==> src/rtl/pc_sequencer_pkg.sv <==
// pc_sequencer shared types: FSM states, next-PC sources and defaults.
// Optional alignment checking is enabled with PC_ALIGN_CHK_EN.
package pc_pkg;

  typedef enum logic {
    S_RESET,
    S_RUN
  } state_t;

  typedef enum logic [2:0] {
    SRC_EXC,
    SRC_ERET,
    SRC_BR,
    SRC_JMP,
    SRC_HOLD,
    SRC_SEQ
  } src_t;

  localparam logic [31:0] EXC_VEC_DEF = 32'h0000_0180;

endpackage

==> src/rtl/pc_sequencer_if.sv <==
// Control/status bundle between the pipeline and the PC sequencer.
// The misalign flag exists only when PC_ALIGN_CHK_EN is defined.
interface pc_sequencer_if #(
  parameter int ADDR_W = 32
);
  logic              hold_pc;
  logic              jump_valid;
  logic [ADDR_W-1:0] jump_target;
  logic              branch_taken;
  logic [ADDR_W-1:0] branch_target;
  logic              exc_valid;
  logic [ADDR_W-1:0] exc_pc;
  logic              eret_valid;
  logic [ADDR_W-1:0] pc;
  logic [ADDR_W-1:0] pc_plus_inc;
  logic              pc_valid;
  logic [ADDR_W-1:0] epc;
  logic              redirect;
`ifdef PC_ALIGN_CHK_EN
  logic              misalign;
`endif

  modport master (
    output hold_pc, jump_valid, jump_target,
    output branch_taken, branch_target,
    output exc_valid, exc_pc, eret_valid,
    input  pc, pc_plus_inc, pc_valid,
`ifdef PC_ALIGN_CHK_EN
    input  misalign,
`endif
    input  epc, redirect
  );

  modport slave (
    input  hold_pc, jump_valid, jump_target,
    input  branch_taken, branch_target,
    input  exc_valid, exc_pc, eret_valid,
    output pc, pc_plus_inc, pc_valid,
`ifdef PC_ALIGN_CHK_EN
    output misalign,
`endif
    output epc, redirect
  );

endinterface

==> src/rtl/pc_sequencer_next_sel.sv <==
// Next-PC priority encoder: picks the source and the candidate PC.
// Pure combinational; registers and alignment checks live in the top.
module pc_next_sel
  import pc_pkg::*;
#(
  parameter int ADDR_W = 32,
  parameter int INC    = 4,
  parameter logic [ADDR_W-1:0] EXC_PC = '0
) (
  input  logic              i_exc,
  input  logic              i_eret,
  input  logic              i_br,
  input  logic              i_jmp,
  input  logic              i_hold,
  input  logic [ADDR_W-1:0] i_pc,
  input  logic [ADDR_W-1:0] i_epc,
  input  logic [ADDR_W-1:0] i_br_tgt,
  input  logic [ADDR_W-1:0] i_jmp_tgt,
  output src_t              o_src,
  output logic [ADDR_W-1:0] o_pc
);

  // Highest-priority active request selects the next PC.
  always_comb begin
    o_src = SRC_SEQ;
    o_pc  = i_pc + ADDR_W'(INC);
    priority case (1'b1)
      i_exc: begin
        o_src = SRC_EXC;
        o_pc  = EXC_PC;
      end
      i_eret: begin
        o_src = SRC_ERET;
        o_pc  = i_epc;
      end
      i_br: begin
        o_src = SRC_BR;
        o_pc  = i_br_tgt;
      end
      i_jmp: begin
        o_src = SRC_JMP;
        o_pc  = i_jmp_tgt;
      end
      i_hold: begin
        o_src = SRC_HOLD;
        o_pc  = i_pc;
      end
      default: ;
    endcase
  end

endmodule

==> src/rtl/pc_sequencer.sv <==
// Fetch PC register, EPC and reset/run FSM at the head of IF.
// Define PC_ALIGN_CHK_EN to trap misaligned branch/jump/eret targets.
module pc_sequencer
  import pc_pkg::*;
#(
  parameter int ADDR_W = 32,
  parameter logic [ADDR_W-1:0] RESET_VEC = '0,
  parameter logic [31:0] EXC_VEC = EXC_VEC_DEF,
  parameter int INC = 4
) (
  input logic         clk,
  input logic         reset,
  pc_sequencer_if.slave bus
);

  localparam logic [ADDR_W-1:0] W_EXC = ADDR_W'(EXC_VEC);

  state_t            r_state;
  state_t            w_state_nxt;
  logic [ADDR_W-1:0] r_pc;
  logic [ADDR_W-1:0] w_pc_nxt;
  logic [ADDR_W-1:0] r_epc;
  logic [ADDR_W-1:0] w_epc_nxt;
  logic              r_valid;
  logic              w_valid_nxt;
  logic              r_redir;
  logic              w_redir_nxt;
  src_t              w_sel_src;
  logic [ADDR_W-1:0] w_sel_pc;
`ifdef PC_ALIGN_CHK_EN
  logic              r_mis;
  logic              w_mis_nxt;
`endif

  pc_next_sel #(
    .ADDR_W (ADDR_W),
    .INC    (INC),
    .EXC_PC (W_EXC)
  ) u_sel (
    .i_exc     (bus.exc_valid),
    .i_eret    (bus.eret_valid),
    .i_br      (bus.branch_taken),
    .i_jmp     (bus.jump_valid),
    .i_hold    (bus.hold_pc),
    .i_pc      (r_pc),
    .i_epc     (r_epc),
    .i_br_tgt  (bus.branch_target),
    .i_jmp_tgt (bus.jump_target),
    .o_src     (w_sel_src),
    .o_pc      (w_sel_pc)
  );

  // Next-state logic: release edge only arms fetch, run applies selection.
  always_comb begin
    w_state_nxt = r_state;
    w_pc_nxt    = r_pc;
    w_epc_nxt   = r_epc;
    w_valid_nxt = r_valid;
    w_redir_nxt = 1'b0;
`ifdef PC_ALIGN_CHK_EN
    w_mis_nxt   = 1'b0;
`endif
    unique case (r_state)
      S_RESET: begin
        w_state_nxt = S_RUN;
        w_pc_nxt    = RESET_VEC;
        w_valid_nxt = 1'b1;
      end
      S_RUN: begin
        w_pc_nxt    = w_sel_pc;
        w_redir_nxt = (w_sel_src != SRC_HOLD) &&
                      (w_sel_src != SRC_SEQ);
        if (w_sel_src == SRC_EXC) begin
          w_epc_nxt = bus.exc_pc;
        end
`ifdef PC_ALIGN_CHK_EN
        if (w_redir_nxt && (w_sel_src != SRC_EXC) &&
            (w_sel_pc[1:0] != 2'b00)) begin
          w_pc_nxt  = W_EXC;
          w_epc_nxt = w_sel_pc;
          w_mis_nxt = 1'b1;
        end
`endif
      end
      default: w_state_nxt = S_RESET;
    endcase
  end

  // State registers with asynchronous active-low reset.
  always_ff @(posedge clk or negedge reset) begin
    if (!reset) begin
      r_state <= S_RESET;
      r_pc    <= RESET_VEC;
      r_epc   <= '0;
      r_valid <= 1'b0;
      r_redir <= 1'b0;
`ifdef PC_ALIGN_CHK_EN
      r_mis   <= 1'b0;
`endif
    end else begin
      r_state <= w_state_nxt;
      r_pc    <= w_pc_nxt;
      r_epc   <= w_epc_nxt;
      r_valid <= w_valid_nxt;
      r_redir <= w_redir_nxt;
`ifdef PC_ALIGN_CHK_EN
      r_mis   <= w_mis_nxt;
`endif
    end
  end

  assign bus.pc          = r_pc;
  assign bus.pc_plus_inc = r_pc + ADDR_W'(INC);
  assign bus.pc_valid    = r_valid;
  assign bus.epc         = r_epc;
  assign bus.redirect    = r_redir;
`ifdef PC_ALIGN_CHK_EN
  assign bus.misalign    = r_mis;
`endif

endmodule

==> src/flat_wrapper.sv <==
// flat-port wrapper written by rule: the top's interface ports become plain ports
module pc_sequencer_flat import pc_pkg::*;
#(
  parameter int ADDR_W = 32,
  parameter logic [ADDR_W-1:0] RESET_VEC = '0,
  parameter logic [31:0] EXC_VEC = EXC_VEC_DEF,
  parameter int INC = 4
)
  (clk, reset, bus_hold_pc, bus_jump_valid, bus_jump_target, bus_branch_taken, bus_branch_target, bus_exc_valid, bus_exc_pc, bus_eret_valid, bus_pc, bus_pc_plus_inc, bus_pc_valid, bus_epc, bus_redirect);
  pc_sequencer_if #(.ADDR_W(ADDR_W)) bus_i ();
  input logic clk;
  input logic reset;
  input wire logic [$bits(bus_i.hold_pc)-1:0] bus_hold_pc;
  input wire logic [$bits(bus_i.jump_valid)-1:0] bus_jump_valid;
  input wire logic [$bits(bus_i.jump_target)-1:0] bus_jump_target;
  input wire logic [$bits(bus_i.branch_taken)-1:0] bus_branch_taken;
  input wire logic [$bits(bus_i.branch_target)-1:0] bus_branch_target;
  input wire logic [$bits(bus_i.exc_valid)-1:0] bus_exc_valid;
  input wire logic [$bits(bus_i.exc_pc)-1:0] bus_exc_pc;
  input wire logic [$bits(bus_i.eret_valid)-1:0] bus_eret_valid;
  output wire logic [$bits(bus_i.pc)-1:0] bus_pc;
  output wire logic [$bits(bus_i.pc_plus_inc)-1:0] bus_pc_plus_inc;
  output wire logic [$bits(bus_i.pc_valid)-1:0] bus_pc_valid;
  output wire logic [$bits(bus_i.epc)-1:0] bus_epc;
  output wire logic [$bits(bus_i.redirect)-1:0] bus_redirect;
  assign bus_i.hold_pc = bus_hold_pc;
  assign bus_i.jump_valid = bus_jump_valid;
  assign bus_i.jump_target = bus_jump_target;
  assign bus_i.branch_taken = bus_branch_taken;
  assign bus_i.branch_target = bus_branch_target;
  assign bus_i.exc_valid = bus_exc_valid;
  assign bus_i.exc_pc = bus_exc_pc;
  assign bus_i.eret_valid = bus_eret_valid;
  assign bus_pc = bus_i.pc;
  assign bus_pc_plus_inc = bus_i.pc_plus_inc;
  assign bus_pc_valid = bus_i.pc_valid;
  assign bus_epc = bus_i.epc;
  assign bus_redirect = bus_i.redirect;
  pc_sequencer #(.ADDR_W(ADDR_W), .RESET_VEC(RESET_VEC), .EXC_VEC(EXC_VEC), .INC(INC)) u_core (.clk(clk), .reset(reset), .bus(bus_i));
endmodule
==> config.mk <==
export PLATFORM = sky130hd
export DESIGN_NAME = pc_sequencer_flat
export DESIGN_NICKNAME = d
export VERILOG_FILES = /design/src/rtl/pc_sequencer_pkg.sv /design/src/rtl/pc_sequencer_if.sv /design/src/rtl/pc_sequencer_next_sel.sv /design/src/rtl/pc_sequencer.sv /design/src/flat_wrapper.sv
export SDC_FILE = /design/constraint.sdc
export NUM_CORES = 1
export LEC_CHECK = 0
export ABC_AREA = 1
export BUFFER_PORTS_ARGS = -buffer_cell sky130_fd_sc_hd__buf_2
export CAP_MARGIN = 20
export CORE_MARGIN = 4
export CORE_UTILIZATION = 45
export CTS_CLUSTER_SIZE = 10
export DETAILED_ROUTE_END_ITERATION = 16
export HOLD_SLACK_MARGIN = 0.03
export PLACE_DENSITY = 0.88
export SLEW_MARGIN = 30
export SYNTH_ARGS = -nofsm -noshare
export SYNTH_HDL_FRONTEND = slang
export SYNTH_SLANG_ARGS = --single-unit
==> constraint.sdc <==
create_clock -name clk -period 3.7 [get_ports clk]
set_clock_uncertainty 0.1 [all_clocks]
set_input_delay 0.37 -clock clk [delete_from_list [all_inputs] [get_ports clk]]
set_output_delay 0.37 -clock clk [all_outputs]
set_load 0.005 [all_outputs]
==> results.sh <==
export IMPL_ir_worst_vdd_v=0.000281
export IMPL_synthesis_area_um2=4370
export IMPL_power_density_nw_per_um2=346
export IMPL_vias_per_cell=5.02
export IMPL_fin_cells=952
export IMPL_m1WireLength_um=5900
export IMPL_antennaDiodeCount=0
export IMPL_crit_required_ns=3.23
export IMPL_detail_route_wl_per_cell_um=14.9
export IMPL_multi_input_area_um2=2290
export IMPL_critical_path_peak_fanout=6
export IMPL_die_w_um=107
export IMPL_post_cts_repair_setup_buffers=0
export IMPL_hold_slack_ns=0.147
export IMPL_grt_usage=0.249
export IMPL_power_switching_uw=595
export IMPL_syn_nets=734
export IMPL_grt_max_degree=68
export IMPL_ys_top_cells_by_area="dfrtp_1 38%, nand2_1 20%, nor2_1 7.1%, mux2_2 6.7%, inv_1 5.8%"
export IMPL_seq_area_um2=1680
export IMPL_syn_inst=630
export IMPL_max_slew_worst_pin_slew_ns=0.868
export IMPL_cap_violations=0
export IMPL_numPortBuffers=200
export IMPL_netlist_area_leader_share=0.384
export IMPL_die_y_um=107
export IMPL_ys_dominant_reg_cell="dfrtp_1"
export IMPL_min_period_ns=2.49
export IMPL_p_sw_frac=0.305
export IMPL_ys_async_sr_fraction=1.00
export IMPL_path_common_cell="nand2_1"
export IMPL_synth_top_family_by_area="simple AND/OR/NAND/NOR gates"
export IMPL_synthSimpleGateAreaFrac=0.333
export IMPL_gr_total_overflow=0
export IMPL_area_growth_pct=28.9
export IMPL_leakage_uw=0.00313
export IMPL_yosysSeqAreaShare=0.384
export IMPL_route_detailed_drc=0
export IMPL_start_util=0.468
export IMPL_slew_headroom=0.420
export IMPL_synth_xor_area_frac=0.0281
export IMPL_finalSetupViolCount=0
export IMPL_period_share=0.673
export IMPL_nFillCells=899
export IMPL_yosys_warnings=0
export IMPL_first_global_vias=4671
export IMPL_crit_type="flop to output pin"
export IMPL_core_area_um2=9330
export IMPL_cts_tree="built"
export IMPL_hold_viol_final=0
export IMPL_finalMaxSlewViolations=0
export IMPL_drt_iter0_markers=236
export IMPL_dr_wl_met2_um=6740
export IMPL_highest_signal_layer="met4"
export IMPL_tns_ns=0
export IMPL_synth_seq_cells=67
export IMPL_via_count=4776
export IMPL_hpwl_um=10700
export IMPL_drtPass1Iterations=5
export IMPL_yosysTopAreaCell="dfrtp_1"
export IMPL_power_frac_comb=0.220
export IMPL_clk_latency_ns=0.35
export IMPL_antenna_found_initial=0
export IMPL_die_area_um2=11300
export IMPL_grt_pass1_wl_um=22500
export IMPL_gp_congestion=0.906
export IMPL_synth_edf_count=0
export IMPL_cts_buffers=9
export IMPL_cts_resized_gates=0
export IMPL_wl_um=14200
export IMPL_end_kind="output pin"
export IMPL_hold_path_class="input pin to flop"
export IMPL_avgSynthCellArea_um2=6.93
export IMPL_wl_met3_um=1310
export IMPL_synth_fa_ha_area_frac=0.00287
export IMPL_synth_mux_area_fraction=0.0670
export IMPL_slowest_stage="dfrtp_1"
export IMPL_cts_root_buf="clkbuf_8"
export IMPL_power_frac_clock=0.329
export IMPL_r2r_start="u_core.bus.pc[2]"
export IMPL_hold_start="bus_exc_pc[8]"
export IMPL_worst_setup_path_start_kind="flop"
export IMPL_slowest_delay_ns=0.44
export IMPL_synth_most_common_cell="nand2_1"
export IMPL_synth_common_cells="227 x nand2_1, 83 x nor2_1, 68 x inv_1"
export IMPL_drive_gt1_frac=0.316
export IMPL_setup_slack_ns=1.21
export IMPL_dp_slack_ns=1.20
export IMPL_p_int_uw=1350
export IMPL_nets=923
export IMPL_arrival_ns=2.02
export IMPL_path_clk_slew_ns=0.08
export IMPL_rsz0062_at_grt="false"
export IMPL_max_freq_mhz=402
export IMPL_clk_path_buf_depth=2
export IMPL_cts_hold_buf=0
export IMPL_outcome="completed"
export IMPL_cts_sink_count=67
export IMPL_ant_nets=0
export IMPL_row_count=35
export IMPL_ios=201
export IMPL_p_seq_frac=0.451
export IMPL_dp_cells=936
export IMPL_cts_max_level=3
export IMPL_ys_types=36
export IMPL_critPathLaunch="u_core.bus.pc[2]"
export IMPL_path_cells="ha_1, nand2_1, nor2_1, nand2_1, nor2_4, nand3_1, nand2_1, inv_1, buf_2"
export IMPL_synth_compound_area_share=0.0917
-- sequential cells by signal, indices dropped and copies added (netlist names) --
register / cells
u_core.bus.pc: 32
u_core.bus.epc: 32
u_core.bus.pc_valid: 1
u_core.bus.redirect: 1
u_core.r_state: 1
-- per-stage QoR --
| stage | total power (uW) | utilization | cell area, um2 |
|---|---|---|---|
| 6_report | 1950 | 0.603 | 5630 |
| 5_1_grt | 2060 | 0.603 | 5630 |
| 4_1_cts | 1960 | 0.602 | 5620 |
| 3_5_place_dp | 1320 | 0.580 | 5410 |
| 3_3_place_gp | 1310 | 0.580 | 5410 |
| 2_1_floorplan | 1100 | - | 4370 |
-- final timing paths --
| kind | endpoint | slack [ns] | cells after the start |
|---|---|---|---|
| max | bus_pc_plus_inc[26] | 1.21 | 9 |
| min | u_core.bus.epc[8] | 0.15 | 2 |
| max reg2reg | u_core.bus.pc[26] | 1.69 | 12 |
| min reg2reg | u_core.bus.pc_valid | 0.37 | 1 |
| max in group asynchronous | u_core.bus.pc[21] | 2.55 | 2 |
| min in group asynchronous | u_core.bus.pc_valid | 0.50 | 2 |
-- critical path: cells and delay by family, from the launching register on --
kind          cells  cell delay (ns)
flops             1             0.44
buf+inv           2             0.16
fa+ha+maj         1             0.25
simple gates      6             0.81
-- cell type report --
cell class / count / share of cell area
Clock buffer: 11 / 0.0269
Timing Repair Buffer: 202 / 0.182
Multi-Input combinational cell: 466 / 0.407
Clock inverter: 4 / 0.00889
Inverter: 73 / 0.0491
Sequential cell: 67 / 0.298
Tap cell: 129 / 0.0287
-- cells in the final DEF, fill, tap and decap left out, types with 4 or more instances in the layout --
master	count
a21oi_1	18
buf_2	199
clkbuf_8	11
dfrtp_1	67
inv_1	68
mux2_2	26
nand2_1	226
nand2_2	4
nand3_1	22
nand3b_1	6
nor2_1	83
nor2_4	4
o21ai_0	16
o21ai_1	4
o22ai_1	26
xnor2_1	10
xor2_1	4
-- power groups by stage --
stage	Clock, uW	Sequential [uW]	Combinational, uW
floorplan	0	885	213
global placement	0	889	421
detailed placement	0	892	429
CTS	652	878	431
global route	692	891	481
finish	641	879	429
-- cells by family after synthesis --
kind of cell | count (synthesis)
multiplexers | 26
AND/OR/NAND/NOR | 354
flip-flops | 67
other | 1
XOR/XNOR | 14
AO/OA/AOI/OAI | 70
adder cells (fa/ha/maj) | 1
buffers and inverters | 97
-- routing by layer --
metal | GRT usage | vias to the layer above
met5 | 0 | -
met4 | 0.0868 | 0
met3 | 0.0674 | 22
met2 | 0.413 | 215
met1 | 0.312 | 2179
li1 | - | 2360
Note: power is estimated with default switching activity, not from simulation.
